File: src/rtl/core_pkg.sv
// Shared core types and defaults; the fetch stage uses the entries below.
package core_pkg;

  localparam logic [31:0] FETCH_RESET_PC  = 32'h0000_0000;
  localparam int          FETCH_BUF_DEPTH = 2;

  typedef struct packed {
    logic [31:0] pc;
    logic [31:0] instr;
  } fetch_entry_t;

  function automatic logic [31:0] word_align(input logic [31:0] addr);
    return {addr[31:2], 2'b00};
  endfunction

endpackage

File: src/rtl/instr_fetch_if.sv
// Instruction-memory request/response bundle between fetch (master) and memory (slave).
interface instr_fetch_if;

  logic        mem_en_op;
  logic        instr_req_op;
  logic [31:0] instr_addr_op;
  logic        instr_valid_ip;
  logic [31:0] instr_data_ip;

  modport master (
    output mem_en_op, instr_req_op, instr_addr_op,
    input  instr_valid_ip, instr_data_ip
  );

  modport slave (
    input  mem_en_op, instr_req_op, instr_addr_op,
    output instr_valid_ip, instr_data_ip
  );

endinterface

File: src/rtl/instr_fetch_buf.sv
// Circular FIFO of fetched {pc, instr} entries with push, pop and single-cycle flush.
module fetch_buf
  import core_pkg::*;
#(
  parameter  int DEPTH = FETCH_BUF_DEPTH,
  localparam int CW    = $clog2(DEPTH + 1),
  localparam int PW    = $clog2(DEPTH)
) (
  input  logic         clock,
  input  logic         reset_n,
  input  logic         push,
  input  fetch_entry_t push_data,
  input  logic         pop,
  input  logic         flush,
  output logic [CW-1:0] count,
  output fetch_entry_t head,
  output logic         empty,
  output logic         full
);

  fetch_entry_t  mem [DEPTH];
  logic [PW-1:0] rd_ptr;
  logic [PW-1:0] wr_ptr;
  logic          do_push;
  logic          do_pop;

  function automatic logic [PW-1:0] next_ptr(input logic [PW-1:0] p);
    return (p == PW'(DEPTH - 1)) ? '0 : p + 1'b1;
  endfunction

  assign empty   = (count == '0);
  assign full    = (count == CW'(DEPTH));
  assign do_push = push & ~full;
  assign do_pop  = pop & ~empty;
  assign head    = mem[rd_ptr];

  // NOTE: sequential state uses non-blocking assignments so every register samples pre-edge values.
  always_ff @(posedge clock or negedge reset_n) begin
    if (!reset_n) begin
      rd_ptr <= '0;
      wr_ptr <= '0;
      count  <= '0;
    end else if (flush) begin
      rd_ptr <= '0;
      wr_ptr <= '0;
      count  <= '0;
    end else begin
      if (do_push) wr_ptr <= next_ptr(wr_ptr);
      if (do_pop)  rd_ptr <= next_ptr(rd_ptr);
      count <= count + CW'(do_push) - CW'(do_pop);
    end
  end

  // NOTE: storage is deliberately not reset; count alone says which slots hold live data.
  always_ff @(posedge clock) begin
    if (do_push && !flush) mem[wr_ptr] <= push_data;
  end

endmodule

File: src/rtl/instr_fetch.sv
// Fetch stage: PC, single in-flight request tracking, issue throttling and redirect control
// in front of a small buffer that feeds decode.
module instr_fetch
  import core_pkg::*;
#(
  parameter logic [31:0] RESET_PC  = FETCH_RESET_PC,
  parameter int          BUF_DEPTH = FETCH_BUF_DEPTH
) (
  input  logic               clock,
  input  logic               reset_n,
  instr_fetch_if.master      mem,
  input  logic               redirect_ip,
  input  logic [31:0]        redirect_pc_ip,
  input  logic               dec_ready_ip,
  output logic               dec_valid_op,
  output logic [31:0]        dec_instr_op,
  output logic [31:0]        dec_pc_op
);

  localparam int CW = $clog2(BUF_DEPTH + 1);

  logic [31:0]   pc;
  logic [31:0]   inflight_pc;
  logic          inflight;
  logic          mem_en;
  logic [CW-1:0] count;
  fetch_entry_t  head;
  logic          empty;
  logic          full;
  logic          pop;
  logic          push;
  logic          issue;
  logic [CW:0]   occupancy;

  assign pop  = dec_valid_op & dec_ready_ip;
  assign push = mem.instr_valid_ip & inflight & ~redirect_ip & ~full;

  // Slots already claimed after this cycle's pop; the in-flight response is counted as taken.
  assign occupancy = {1'b0, count} + (CW+1)'(inflight) - (CW+1)'(pop);
  assign issue     = mem_en & ~redirect_ip & (occupancy < (CW+1)'(BUF_DEPTH));

  assign mem.mem_en_op     = mem_en;
  assign mem.instr_req_op  = issue;
  assign mem.instr_addr_op = mem_en ? pc : '0;

  assign dec_valid_op = ~empty;
  assign dec_instr_op = empty ? '0 : head.instr;
  assign dec_pc_op    = empty ? '0 : head.pc;

  always_ff @(posedge clock or negedge reset_n) begin
    if (!reset_n) begin
      pc          <= RESET_PC;
      inflight    <= 1'b0;
      inflight_pc <= '0;
      mem_en      <= 1'b0;
    end else begin
      mem_en <= 1'b1;
      if (redirect_ip) begin
        pc       <= word_align(redirect_pc_ip);
        inflight <= 1'b0;
      end else if (issue) begin
        pc          <= pc + 32'd4;
        inflight    <= 1'b1;
        inflight_pc <= pc;
      end else begin
        inflight <= 1'b0;
      end
    end
  end

  fetch_buf #(.DEPTH(BUF_DEPTH)) u_buf (
    .clock     (clock),
    .reset_n   (reset_n),
    .push      (push),
    .push_data ({inflight_pc, mem.instr_data_ip}),
    .pop       (pop),
    .flush     (redirect_ip),
    .count     (count),
    .head      (head),
    .empty     (empty),
    .full      (full)
  );

endmodule
File: src/flat_wrapper.sv
// flat-port wrapper written by rule: the top's interface ports become plain ports
module instr_fetch_flat import core_pkg::*;
#(
  parameter logic [31:0] RESET_PC  = FETCH_RESET_PC,
  parameter int          BUF_DEPTH = FETCH_BUF_DEPTH
)
  (clock, reset_n, redirect_ip, redirect_pc_ip, dec_ready_ip, dec_valid_op, dec_instr_op, dec_pc_op, mem_mem_en_op, mem_instr_req_op, mem_instr_addr_op, mem_instr_valid_ip, mem_instr_data_ip);
  instr_fetch_if mem_i ();
  input  logic clock;
  input  logic reset_n;
  input  logic redirect_ip;
  input  logic [31:0] redirect_pc_ip;
  input  logic dec_ready_ip;
  output logic dec_valid_op;
  output logic [31:0] dec_instr_op;
  output logic [31:0] dec_pc_op;
  output wire logic [$bits(mem_i.mem_en_op)-1:0] mem_mem_en_op;
  output wire logic [$bits(mem_i.instr_req_op)-1:0] mem_instr_req_op;
  output wire logic [$bits(mem_i.instr_addr_op)-1:0] mem_instr_addr_op;
  input wire logic [$bits(mem_i.instr_valid_ip)-1:0] mem_instr_valid_ip;
  input wire logic [$bits(mem_i.instr_data_ip)-1:0] mem_instr_data_ip;
  assign mem_mem_en_op = mem_i.mem_en_op;
  assign mem_instr_req_op = mem_i.instr_req_op;
  assign mem_instr_addr_op = mem_i.instr_addr_op;
  assign mem_i.instr_valid_ip = mem_instr_valid_ip;
  assign mem_i.instr_data_ip = mem_instr_data_ip;
  instr_fetch #(.RESET_PC(RESET_PC), .BUF_DEPTH(BUF_DEPTH)) u_core (.clock(clock), .reset_n(reset_n), .mem(mem_i), .redirect_ip(redirect_ip), .redirect_pc_ip(redirect_pc_ip), .dec_ready_ip(dec_ready_ip), .dec_valid_op(dec_valid_op), .dec_instr_op(dec_instr_op), .dec_pc_op(dec_pc_op));
endmodule
File: config.mk
export PLATFORM = sky130hd
export DESIGN_NAME = instr_fetch_flat
export DESIGN_NICKNAME = d
export VERILOG_FILES = /design/src/rtl/core_pkg.sv /design/src/rtl/instr_fetch_if.sv /design/src/rtl/instr_fetch_buf.sv /design/src/rtl/instr_fetch.sv /design/src/flat_wrapper.sv
export SDC_FILE = /design/constraint.sdc
export NUM_CORES = 1
export LEC_CHECK = 0
export ABC_AREA = 0
export CAP_MARGIN = 10
export CELL_PAD_IN_SITES_DETAIL_PLACEMENT = 1
export CELL_PAD_IN_SITES_GLOBAL_PLACEMENT = 1
export CORE_MARGIN = 2
export CORE_UTILIZATION = 44
export CTS_BUF_LIST = sky130_fd_sc_hd__clkbuf_8
export DETAILED_ROUTE_END_ITERATION = 7
export MAX_ROUTING_LAYER = met4
export PLACE_DENSITY = 0.88
export SYNTH_ARGS = -nofsm -noshare
export SYNTH_HDL_FRONTEND = slang
export SYNTH_HIERARCHICAL = 1
export SYNTH_SLANG_ARGS = --single-unit
File: constraint.sdc
create_clock -name clock -period 8.9 [get_ports clock]
set_clock_uncertainty 0.05 [all_clocks]
set_input_delay 2.67 -clock clock [delete_from_list [all_inputs] [get_ports clock]]
set_output_delay 2.67 -clock clock [all_outputs]
set_load 0.05 [all_outputs]
# Word level (Yosys, flattened, before mapping)
# Memory sizes are Yosys's and may differ from the RTL's.
# Index checks and enable logic that the tools add are counted.
[word_totals]
ff_bits = 70
output_inout_bits = 99
memories = 1
wordCells = 51
in_bits = 69
ram_bits = 128
[memory_table]
columns = ["name", "words", "word_bits", "rd", "rd_ports_with_merged_regs", "write_ports", "line_no", "source"]
rows = [
  ["u_core.u_buf.mem", 2, 64, 1, 0, 1, "instr_fetch_buf.sv:21", "fetch_entry_t mem [DEPTH];"],
]
[classes]
n_addsub = 7
mux = 16
n_eq_ne = 1
reduce_logical = 7
bitwise = 11
n_lt_le_gt_ge = 1
[ops]
columns = ["cell", "count"]
rows = [
  ["$mux 32", 5],
  ["$add 32x3->32 const B", 1],
  ["$mux 1", 10],
  ["$and 1x1->1", 8],
  ["$reduce_bool 2->1", 3],
  ["$add 2x1->3", 1],
  ["$lt 3x2->1 const B", 1],
  ["$not 1->1", 3],
  ["$sub 3x1->3", 1],
  ["$add 1x1->1 const B", 2],
  ["$add 2x1->2", 1],
  ["$eq 2x2->1 const B", 1],
  ["$logic_not 2->1", 1],
  ["$mux 2", 1],
  ["$reduce_and 2->1", 1],
  ["$sub 2x1->2", 1],
  ["$logic_and 1x1->1", 1],
  ["$logic_not 1->1", 1],
]

# Depth between registers and ports, before layout
# Gate-level depths: netlist of the first run.
[depth]
word_depth = 8
mapped_depth = 13
mapped_depth_nobuf = 11

# Cells and area by module
# The synthesis of the first run kept the hierarchy.
[modules_own_cells]
columns = ["mod", "n_inst", "area_each_um2", "cells_per_inst"]
rows = [
  ["fetch_buf", 1, 5074.9, 222],
  ["instr_fetch", 1, 3727.3, 451],
]

# Least setup slack after synthesis of the first run
# No wires, ideal clock.
[synth_path]
path_kind = "in2reg"
from = "in redirect_ip"
to = "mem u_core/u_buf/mem[1][0] (netlist bit), enable pin"
setup_time_ns = 0.578
arrival_time_ns = 8.294
setup_slack_ns = -0.022
path_stages = 5
path_cell_list = "clkbuf_1 -> clkbuf_1 -> nor4bb_1 -> nand2b_4 -> nor3b_1"
[synth_between]
elab_chain_cells = 7
elab_cells_between_ends = 8
[synth_rtl]
columns = ["element", "line_no", "source"]
rows = [
  ["start, declared", "flat_wrapper.sv:11", "input logic redirect_ip;"],
  ["$not 1->1 (no source line)", "n/a", ""],
  ["$and 1x1->1 (2 in a row)", "instr_fetch.sv:36", "assign push = mem.instr_valid_ip & inflight & ~redirect_ip & ~full;"],
  ["via u_core.push", "instr_fetch.sv:31", "logic push;"],
  ["$and 1x1->1", "instr_fetch_buf.sv:33", "assign do_push = push & ~full;"],
  ["$logic_and 1x1->1", "instr_fetch_buf.sv:56", "if (do_push && !flush) mem[wr_ptr] <= push_data;"],
  ["$mux 1", "instr_fetch_buf.sv:56", ""],
  ["$mux 1 (implied by the code)", "instr_fetch_buf.sv:56", ""],
  ["end, declared", "instr_fetch_buf.sv:21", ""],
]
# The timed path passes the listed nets, and every way through them passes these cells.

# Final worst setup path of the first run
[layout_path]
from = "in dec_ready_ip"
to = "out mem_instr_req_op"
[layout_between]
elab_chain_cells = 4
[layout_rtl]
columns = ["element", "line_no", "source"]
rows = [
  ["start, declared", "flat_wrapper.sv:13", "input logic dec_ready_ip;"],
  ["$and 1x1->1", "instr_fetch.sv:35", "assign pop = dec_valid_op & dec_ready_ip;"],
  ["via u_core.pop", "instr_fetch.sv:30", "logic pop;"],
  ["$sub 3x1->3", "instr_fetch.sv:39", "assign occupancy = {1'b0, count} + (CW+1)'(inflight) - (CW+1)'(pop);"],
  ["$lt 3x2->1", "instr_fetch.sv:40", "assign issue = mem_en & ~redirect_ip & (occupancy < (CW+1)'(BUF_DEPTH));"],
  ["$and 1x1->1", "instr_fetch.sv:40", ""],
  ["end, declared", "flat_wrapper.sv:18", "output wire logic [$bits(mem_i.instr_req_op)-1:0] mem_instr_req_op;"],
]
# The timed path passes the listed nets, and every way through them passes these cells.

==> results.md, run 1 <==
Clocking:
- The clock tree synthesis step divided the H-tree into 4 levels.
- The tree is rooted in a sky130_fd_sc_hd__clkbuf_8.
- For the worst-skew pair, the clock arrives at the later sink with an insertion delay of about 0.45 ns.
- The hold buffer count at cts is 0.
- CTS saw a little under 200 sinks.
- TritonCTS created 17 clock buffers.
- After clock tree synthesis, the setup repair step added 0 buffers.
- Clock-pin slew was measured on the worst setup and hold paths at ~0.09 ns.
- TritonCTS built the clock tree.
- The clock passes through at most 2 buffers.
- The post-cts resize count is 0.

Min path:
- In this run the most critical hold path is launched from u_core/inflight_pc[31]$_DFFE_PN0P_.
- The number of cells on the worst hold path is 0.
- The worst hold path belongs to the class reg -> reg.
- For hold timing, the worst endpoint is u_core/u_buf/mem[1][63]$_DFFE_PP_.

Job:
- The max-capacitance violation count is 0.

Placement:
- The final HPWL from detailed placement is between 10 and 15 mm.
- The placer's final routability congestion estimate is 0.7966.
- The number of I/O port buffers is around 160.

Routing:
- For this block, the initial DRC count from the detailed router was about 260.
- The via density per instance is around 5.2.
- Summed over all layers, the routed wires come to approximately 21 mm.
- The per-cell routed wire length is between 15 and 20 µm.
- The via total after detailed routing is between 5000 and 6000.
- Once detail routing completed, the nets flagged for antenna violations numbered 0.
- After detailed routing, the number of remaining DRC violations is 0.
- For this run, the detailed router's first-pass iteration total came to 4.

Status:
- The run finished with clean final reports.

Critical path:
- The maximum fanout count along the critical path is 4.
- Traced cell by cell, the critical path runs through clkdlybuf4s50_1 > nor2b_1 > ha_1 > nand2b_1 > fa_1 > nand2_1 > or3_4 > inv_2 > buf_12.
- The capture instance of the worst register-to-register path is u_core/pc[15]$_DFFE_PN0P_.
- STA classifies the critical path startpoint as a primary input.
- The peak per-stage delay on the critical path is 0.49 ns.
- The startpoint-to-endpoint class of the critical path is in -> out.
- The required time of the critical path is 6.18 ns.
- The worst register-to-register path has a depth of 13.
- The data arrival time of the worst path is just over 5 ns.
- On the critical path, the stage with the largest delay is an instance of sky130_fd_sc_hd__fa_1.
- The register-to-register setup slack is around 4.4 ns.
- STA classifies the critical path endpoint as a primary output.
- The launch instance of the worst register-to-register path is u_core/u_buf/count[1]$_DFF_PN0_.

Floorplanning:
- The die covers between 20000 and 25000 µm².
- The starting density of the core is between 40% and 50%.
- During I/O placement, the number of pins put on the boundary was 168.
- The floorplan step set the die width to about 150 µm.
- The overall die height is 145.4 µm.
- The region available for standard cell placement spans roughly 20000 µm².
- The floorplan has 51 rows.

Timing:
- The slew at the pin with the worst max-slew slack is 1.064 ns.
- The post-route minimum period is 7.809 ns.
- After layout, the worst path uses between 80% and 90% of the clock period.
- The total count of max-transition violations in the final report is 0.
- Setup violations remaining at the end of the flow were counted as 0.
- The highest attainable clock frequency is 128.1 MHz.
- Setup repair after global routing left no endpoint under its margin.
- The total negative slack is 0 ns.
- The final hold violation count is 0.
- The relative max-transition margin is just under 30%.

Cells and area:
- Once layout is complete, the utilization of the core stands at 56.64%.
- The layout net count is approximately 900.
- Cells with a size suffix above 1 make up 15.07% of the layout.
- The layout-stage area growth over the synthesis result is 25.66%.
- The library cells used most frequently in the layout, excluding fill and tap cells, are sky130_fd_sc_hd__clkdlybuf4s50_1 (161), sky130_fd_sc_hd__edfxtp_1 (128), sky130_fd_sc_hd__nand2_1 (124).
- The number of inserted diodes is 0.
- The commonest non-fill, non-tap cell in the layout is sky130_fd_sc_hd__clkdlybuf4s50_1.

Global route:
- For this run, global-route usage on met2 was measured as 34.31%.
- The first-pass GRT wire length is roughly 34 mm.
- The number of antenna violations at the first check in global routing is 0.
- The met3 usage is around 3.3%.
- The maximum number of pins on one net before global-route repair is 67.
- The global-route congestion overflow total is 0.
- The busiest metal layer after global routing is met2.
- Global routing used around 27% of the available met1 tracks.
- Global routing consumed, over all layers together, 20.87% of the routing resources.
- The via count of the first global-routing pass came to slightly above 6000.

Logic synthesis:
- The count of flip-flops with a built-in enable after synthesis is 128.
- The synthesized netlist occupies a cell area of about 8800 µm².
- The unique cell type count in the Yosys netlist is 53.
- The predominant post-synthesis flop cell is sky130_fd_sc_hd__edfxtp_1.
- The synthesis-stage register bit count is between 150 and 200.
- The synthesized instance count is between 600 and 700.
- The share of the Yosys chip area taken by registers is between 60% and 70%.
- During synthesis, Yosys emitted a total of 6 warnings.
- The average size of a mapped cell is between 10 and 15 µm².
- The post-synthesis async set-or-reset flop share is between 30% and 40%.

Power and ir drop:
- For this design the static power due to leakage is 4.144 nW.
- The peak supply drop is 0.09285 mV.
- In this run the power density over the cells is between 150 and 200 nW/µm².
report_power, final:
| group | internal [W] | leakage, nW | switching [W] |
|---|---|---|---|
| clock network | 0.000250 | 0.197 | 0.000313 |
| logic | 0.000101 | 1.97 | 0.000156 |
| registers | 0.00102 | 1.98 | 0.0000562 |
flip-flops by register name, indices dropped and copies added, names as in the netlist:
name                  count
u_core/inflight           1
u_core/u_buf/count        2
u_core/inflight_pc       30
u_core/mem.mem_en_op      1
u_core/pc                30
u_core/u_buf/rd_ptr       1
u_core/u_buf/mem        128
u_core/u_buf/wr_ptr       1
stage by stage:
step / cells / hold WS [ns] / instance area (µm²) / power (W) / setup WS (ns)
after global routing: 1108 / 0.4414 / 11060 / 0.001981 / 0.9772
after CTS: 1108 / 0.4302 / 11060 / 0.001923 / 1.108
final: 1108 / 0.4263 / 11060 / 0.001900 / 1.091
after floorplan: 678 / 0.3866 / 8826 / 0.001238 / 0.3399
after global placement: 1076 / 0.3999 / 10660 / 0.001343 / 1.127
after detailed placement: 1076 / 0.4065 / 10660 / 0.001356 / 1.115
Yosys cell counts, drive strengths merged, types with 4 or more instances:
cell type  instances  area [µm²]
a221o              4       40.04
a31oi              5       31.28
and2              36       226.5
and3               5       31.28
buf               17       136.4
clkbuf            21       78.83
dfrtp             66        1652
edfxtp           128        3844
ha                 4       50.05
inv                8       30.03
mux2              66       934.6
nand2            124       465.5
nand3             14       85.08
nand4             14       100.1
nor2              16       62.56
nor2b             68       432.9
nor3               5       25.02
o211ai            12       90.09
o21ai             12       60.06
o311ai            14       122.6
or3                5       36.28
xor2               4       35.03
worst max path at each step:
stage	start	to	slack, ns	cells past startpoint
after floorplan	redirect_ip	u_core/u_buf/mem[0][0]$_DFFE_PP_	0.34	5
after global placement	dec_ready_ip	mem_instr_req_op	1.13	9
after detailed placement	dec_ready_ip	mem_instr_req_op	1.12	9
after CTS	dec_ready_ip	mem_instr_req_op	1.11	9
after global routing	dec_ready_ip	mem_instr_req_op	0.98	9
final	dec_ready_ip	mem_instr_req_op	1.09	9
area by class of cell:
type	count	area (µm²)
Timing Repair Buffer	171	1697
Fill cell	1990	8466
Sequential cell	194	5499
Tap cell	265	331.6
Clock inverter	12	123.9
Clock buffer	20	275.3
Inverter	8	30.03
Multi-Input combinational cell	438	3104
worst max-delay path: cells and delay by family:
family | cells | cell delay (ns)
buffers and inverters | 3 | 0.70
and+or+nand+nor | 4 | 0.95
adders and majority gates | 2 | 0.78
routing by layer:
metal  vias up  wire length [µm]
met1      2891              9427
li1       2693                 -
met3        16               762
met5         -                 0
met2       170             10490
met4         0               245
cells by family (layout without fill, tap and decap cells):
family / after synthesis / count (layout) / share of synthesized area (%)
AND/OR/NAND/NOR: 297 / 297 / 17.91
flip-flops: 194 / 194 / 62.43
buffers and inverters: 46 / 211 / 2.786
XOR/XNOR: 6 / 6 / 0.5970
adder cells (fa/ha/maj): 5 / 5 / 0.7961
AO/OA/AOI/OAI: 56 / 56 / 4.662
multiplexers: 67 / 67 / 10.73
other: 2 / 7 / 0.08532
(Power assumes the default switching activity.)
==> run 2, diff against run 1 <==
- SETUP_SLACK_MARGIN: not set -> 0.05
==> results of run 2 <==
Final layout, timing and power as in run 1 (identical DEF).
